File: config.mk
export PLATFORM = sky130hd
export DESIGN_NAME = mem_responder
export DESIGN_NICKNAME = d
export VERILOG_FILES = /design/src/rtl/mem_pkg.sv /design/src/rtl/mem_lane_align.sv /design/src/rtl/mem_responder.sv
export SDC_FILE = /design/constraint.sdc
export NUM_CORES = 2
export LEC_CHECK = 0
export BUFFER_PORTS_ARGS = -buffer_cell sky130_fd_sc_hd__buf_2
export CORE_MARGIN = 2
export CORE_UTILIZATION = 35
export CTS_CLUSTER_SIZE = 12
export DETAILED_ROUTE_END_ITERATION = 16
export SLEW_MARGIN = 10
export SYNTH_ARGS = -nofsm -noshare
export SYNTH_HDL_FRONTEND = slang
export SYNTH_HIERARCHICAL = 1
export SYNTH_SLANG_ARGS = --single-unit
File: constraint.sdc
create_clock -name CLK -period 12.8 [get_ports CLK]
set_input_delay 2.56 -clock CLK [delete_from_list [all_inputs] [get_ports CLK]]
set_output_delay 2.56 -clock CLK [all_outputs]
set_load 0.1 [all_outputs]
File: src/rtl/mem_pkg.sv
`default_nettype none
// ============================================================================
//  Module   : mem_pkg
//  Purpose  : Responder FSM states and funct3 size/sign codes shared with the
//             CPU load/store path.
//  Revision : 1.0  initial release
// ============================================================================
package mem_pkg;

    typedef enum logic [1:0] {
        IDLE = 2'd0,
        WAIT = 2'd1,
        RESP = 2'd2
    } state_t;

    localparam logic [2:0] c_F3_B  = 3'b000;
    localparam logic [2:0] c_F3_H  = 3'b001;
    localparam logic [2:0] c_F3_W  = 3'b010;
    localparam logic [2:0] c_F3_BU = 3'b100;
    localparam logic [2:0] c_F3_HU = 3'b101;

endpackage
`default_nettype wire

File: src/rtl/mem_lane_align.sv
`default_nettype none
// ============================================================================
//  Module   : mem_lane_align
//  Purpose  : Combinational byte-lane steering: byte enables, store
//             replication, load shift/extend and misalignment detection.
//  Revision : 1.0  initial release
// ============================================================================
module mem_lane_align
    import mem_pkg::*;
#(
    parameter int DATA_WIDTH = 32
) (
    input  logic [1:0]            i_addr_lo,
    input  logic [2:0]            i_funct3,
    input  logic [DATA_WIDTH-1:0] i_wdata,
    input  logic [31:0]           i_rword,
    output logic [3:0]            o_byte_en,
    output logic [31:0]           o_wword,
    output logic [DATA_WIDTH-1:0] o_rdata,
    output logic                  o_err
);

    logic [31:0] w_rshift;

    assign w_rshift = i_rword >> {i_addr_lo, 3'b000};

    always_comb begin
        o_byte_en = '0;
        o_wword   = '0;
        o_rdata   = '0;
        o_err     = 1'b0;
        case (i_funct3)
            c_F3_B, c_F3_BU: begin
                o_byte_en = 4'b0001 << i_addr_lo;
                o_wword   = {4{i_wdata[7:0]}};
                if (i_funct3 == c_F3_B)
                    o_rdata = DATA_WIDTH'($signed(w_rshift[7:0]));
                else
                    o_rdata = DATA_WIDTH'(w_rshift[7:0]);
            end
            c_F3_H, c_F3_HU: begin
                o_err     = i_addr_lo[0];
                o_byte_en = 4'b0011 << i_addr_lo;
                o_wword   = {2{i_wdata[15:0]}};
                if (i_funct3 == c_F3_H)
                    o_rdata = DATA_WIDTH'($signed(w_rshift[15:0]));
                else
                    o_rdata = DATA_WIDTH'(w_rshift[15:0]);
            end
            c_F3_W: begin
                o_err     = |i_addr_lo;
                o_byte_en = 4'b1111;
                o_wword   = i_wdata[31:0];
                o_rdata   = DATA_WIDTH'($signed(w_rshift));
            end
            default: o_err = 1'b1;
        endcase
        // An erroring access must neither write nor return data.
        if (o_err) begin
            o_byte_en = '0;
            o_rdata   = '0;
        end
    end

endmodule
`default_nettype wire

File: src/rtl/mem_responder.sv
`default_nettype none
// ============================================================================
//  Module   : mem_responder
//  Purpose  : Fixed-latency byte-addressed memory responder with valid/ready
//             request and response channels.
//  Revision : 1.0  initial release
// ============================================================================
module mem_responder
    import mem_pkg::*;
#(
    parameter int DATA_WIDTH    = 32,
    parameter int ADDRESS_WIDTH = 9,
    parameter int LATENCY       = 2
) (
    input  logic                     CLK,
    input  logic                     RST,
    input  logic                     ReqValid,
    output logic                     ReqReady,
    input  logic                     ReqWrite,
    input  logic [ADDRESS_WIDTH-1:0] ReqAddr,
    input  logic [DATA_WIDTH-1:0]    ReqWData,
    input  logic [2:0]               ReqFunct3,
    output logic                     RespValid,
    input  logic                     RespReady,
    output logic [DATA_WIDTH-1:0]    RespRData,
    output logic                     RespErr
);

    localparam int         c_DEPTH  = 2 ** (ADDRESS_WIDTH - 2);
    localparam logic [3:0] c_LAT_M1 = 4'(LATENCY - 1);

    state_t                   r_state;
    logic [3:0]               r_cnt;
    logic                     r_write;
    logic [ADDRESS_WIDTH-1:0] r_addr;
    logic [DATA_WIDTH-1:0]    r_wdata;
    logic [2:0]               r_funct3;

    // Storage is never reset; its contents survive RST.
    logic [31:0]              r_mem [c_DEPTH];

    logic [31:0]              w_rword;
    logic [3:0]               w_byte_en;
    logic [31:0]              w_wword;
    logic [DATA_WIDTH-1:0]    w_rdata;
    logic                     w_err;
    logic                     w_commit;

    assign w_rword  = r_mem[r_addr[ADDRESS_WIDTH-1:2]];
    assign w_commit = (r_state == WAIT) && (r_cnt == 4'd0) && r_write;

    mem_lane_align #(
        .DATA_WIDTH (DATA_WIDTH)
    ) u_align (
        .i_addr_lo  (r_addr[1:0]),
        .i_funct3   (r_funct3),
        .i_wdata    (r_wdata),
        .i_rword    (w_rword),
        .o_byte_en  (w_byte_en),
        .o_wword    (w_wword),
        .o_rdata    (w_rdata),
        .o_err      (w_err)
    );

    always_ff @(posedge CLK) begin
        if (w_commit) begin
            for (int i = 0; i < 4; i++) begin
                if (w_byte_en[i])
                    r_mem[r_addr[ADDRESS_WIDTH-1:2]][8*i +: 8] <= w_wword[8*i +: 8];
            end
        end
    end

    always_ff @(posedge CLK or posedge RST) begin
        if (RST) begin
            r_state   <= IDLE;
            r_cnt     <= 4'd0;
            r_write   <= 1'b0;
            r_addr    <= '0;
            r_wdata   <= '0;
            r_funct3  <= 3'd0;
            ReqReady  <= 1'b1;
            RespValid <= 1'b0;
            RespRData <= '0;
            RespErr   <= 1'b0;
        end else begin
            case (r_state)
                IDLE: begin
                    if (ReqValid) begin
                        r_write  <= ReqWrite;
                        r_addr   <= ReqAddr;
                        r_wdata  <= ReqWData;
                        r_funct3 <= ReqFunct3;
                        r_cnt    <= c_LAT_M1;
                        r_state  <= WAIT;
                        ReqReady <= 1'b0;
                    end
                end
                WAIT: begin
                    if (r_cnt == 4'd0) begin
                        r_state   <= RESP;
                        RespValid <= 1'b1;
                        RespErr   <= w_err;
                        RespRData <= r_write ? '0 : w_rdata;
                    end else begin
                        r_cnt <= r_cnt - 4'd1;
                    end
                end
                RESP: begin
                    // Returning to IDLE here leaves one cycle before the next accept.
                    if (RespReady) begin
                        r_state   <= IDLE;
                        RespValid <= 1'b0;
                        ReqReady  <= 1'b1;
                    end
                end
                default: begin
                    r_state   <= IDLE;
                    RespValid <= 1'b0;
                    ReqReady  <= 1'b1;
                end
            endcase
        end
    end

endmodule
`default_nettype wire

==> out/qor.yml <==
status:
  status: "complete, no violations"
timing:
  fmax_mhz: 162
  relSlewSlack_pct: 13.3
  tightest_slew_ps: 1300
  hold_slack_ps: 491
  rsz0062_at_grt: "false"
  finClkSkew_ps: 51.0
  tns_ps: 0
  slew_viol_final: 0
  finalHoldViolations: 0
  setup_violations: 0
  period_share_pct: 48.3
  period_minus_slack_ps: 6190
clock_tree:
  cts-root-buf: "clkbuf_16"
  cts_buffers: 424
  clock_path_buffers: 4
  cts-resized-gates: 0
  ctsHoldBuffers: 0
  clk_latency_ps: 980
  clkTransAtPathRegs_ps: 60
  cts_tree: "built"
  postCtsSetupBuffers: 0
  cts_max_level: 5
  cts.sinks: 4182
grt:
  grt_max_degree: 131
  grt_use_met3_pct: 3.86
  antenna_found_initial: 46
  grt.total_usage_pct: 17.4
  met2_usage_pct: 27.7
  grt_pass1_vias: 75866
  grt_pass1_wl_um: 589000
  busiest_layer: "met2"
  globalRouteMet1Util_pct: 23.8
  grt.overflow.total: 0
yosys:
  synth_area_leaders: "edfxtp_1, mux4_2, dfrtp_1, nor2_1, clkbuf_1"
  synth_async_sr_flop_share_pct: 2.06
  synth.distinct_cells: 44
  synth.most_common_cell: "edfxtp_1"
  synth_flop_cell: "edfxtp_1"
  yosys_warnings: 6
  syn_nets: 7064
  synth_edf_count: 4096
  synthCells: 7014
  yosys.area.top_type: "edfxtp_1"
  ys_ff_latch: 4182
  avgSynthCellArea_sq_um: 23.2
  synth_common_cells: "edfxtp_1, mux4_2, nor2_1"
  ys_seq_area_share_pct: 77.1
  yosys.area.top_type_share_pct: 75.7
  syn-cell-area_sq_mm: 0.162
detailed_routing:
  vias: 75142
  vias_per_cell: 5.48
  drt-pass1-iter-count: 8
  wl_um: 417000
  wl_per_cell_um: 30.4
  drtIter0Drc: 9376
  antenna_left: 0
  drc: 0
power:
  p_per_area_mw_per_mm2: 244
  power_leakage_nw: 55.2
  peakVddDrop_v: 0.000231
final_layout:
  fin_nets: 7280
  drive_above_1_share_pct: 29.3
  final_area_sq_mm: 0.183
  syn_to_final_growth_pct: 12.7
floorplan:
  initial_core_util_pct: 35.1
  die_h_um: 685
  io-pin-count: 84
  die-area_sq_mm: 0.469
  die_width_um: 685
  row_count: 250
  core_region_area_sq_mm: 0.463
place:
  dp_hpwl_um: 267000
  gp_congestion: 0.856
  place_area_sq_mm: 0.170
  io_buffers: 83
worst_hold_path:
  hold_path_class: "reg2reg"
  hold_path_depth: 2
setup_path:
  cp_data_arrival_time_ps: 6980
  cp_max_fo: 86
  cp-end-kind: "register"
  crit_path_start_kind: "register"
  reg2reg_depth: 12
  cp.required_ps: 13590
  critical_path_class: "reg2reg"
job:
  maxCapViolCount: 0
## final cells by class
class                      count  area (sq um)
antenna                       18          45.0
clock buffer                 579         11500
clock inverter               133          1120
fill                       40414        280000
inverter                      13          51.3
multi-input combinational   2404         35900
sequential                  4182        125000
tap                         6174          7720
timing repair buffer         205          1530
## sequential cells by signal, summed over array words and instances, names as in the netlist
register	cells
ReqReady	1
RespErr	1
RespRData	32
RespValid	1
r_addr	9
r_cnt	4
r_funct3	3
r_mem	4096
r_state	2
r_wdata	32
r_write	1
## placed cells by master, fill, tap and decap left out, drive strengths merged, types with 2 or more instances in the layout
| cell type | count |
|---|---|
| nor3 | 6 |
| mux4 | 1344 |
| nand2b | 39 |
| nor2b | 10 |
| diode | 18 |
| clkinv | 103 |
| edfxtp | 4096 |
| clkbuf | 579 |
| mux2i | 24 |
| nand3 | 6 |
| a211oi | 15 |
| nor3b | 3 |
| and3 | 2 |
| a21oi | 17 |
| bufinv | 13 |
| nor2 | 555 |
| nand2 | 200 |
| mux2 | 80 |
| o21ai | 58 |
| and2 | 11 |
| a21o | 15 |
| or2 | 3 |
| buf | 205 |
| xor2 | 2 |
| clkinvlp | 7 |
| inv | 23 |
| or3b | 2 |
| dfrtp | 85 |
## worst max-delay path, stage by stage, from the launching register on
cell	delay, ps
dfrtp_4	810
buf_12	490
buf_4	930
mux4_2	610
mux4_2	550
mux4_2	570
mux2_2	390
mux2_2	320
nor3b_1	210
a2111o_1	470
o21ai_1	160
nand2b_1	110
o21ai_0	80
## metrics by stage
stage | power, mW | setup slack, ps | utilization [%] | std cells
2_1_floorplan | 28.0 | 5190 | - | 7014
3_3_place_gp | 33.1 | 6540 | 36.8 | 12978
3_5_place_dp | 33.4 | 6610 | 36.8 | 12978
4_1_cts | 44.9 | 6580 | 39.5 | 13690
5_1_grt | 46.1 | 6220 | 39.5 | 13693
6_report | 44.7 | 6610 | 39.5 | 13708
## report_power, final
part | switching (mW) | internal [mW]
Combinational | 9.38 | 5.25
Clock | 5.05 | 6.50
Sequential | 0.339 | 18.1
Total | 14.8 | 29.9
## layer usage
| layer | vias up | part of all wire [%] |
|---|---|---|
| met3 | 665 | 9.0 |
| met5 | - | 0.029 |
| met1 | 40869 | 40 |
| met4 | 20 | 3.7 |
| li1 | 30015 | - |
| met2 | 3573 | 48 |
## path summary, 6_finish.rpt
check | start | end | slack [ps]
max | r_addr[2] | RespRData[17] | 6610
min | RespRData[14] | RespRData[14] | 490
max reg2reg | r_addr[2] | RespRData[17] | 6610
min reg2reg | RespRData[14] | RespRData[14] | 490
max in group asynchronous | RST | r_addr[5] | 9790
min in group asynchronous | RST | r_wdata[10] | 1670
## kinds of logic after synthesis
| family | Yosys count | share of synthesized area, % |
|---|---|---|
| and+or+nand+nor | 841 | 2.08 |
| xor gates and xnor gates | 3 | 0.0162 |
| adders and majority gates | 1 | 0.00770 |
| AOI/OAI and AO/OA | 111 | 0.405 |
| muxes | 1448 | 19.3 |
| buffers and inverters | 428 | 1.08 |
| DFF | 4182 | 77.1 |
Power figures use the tool's default switching activity.
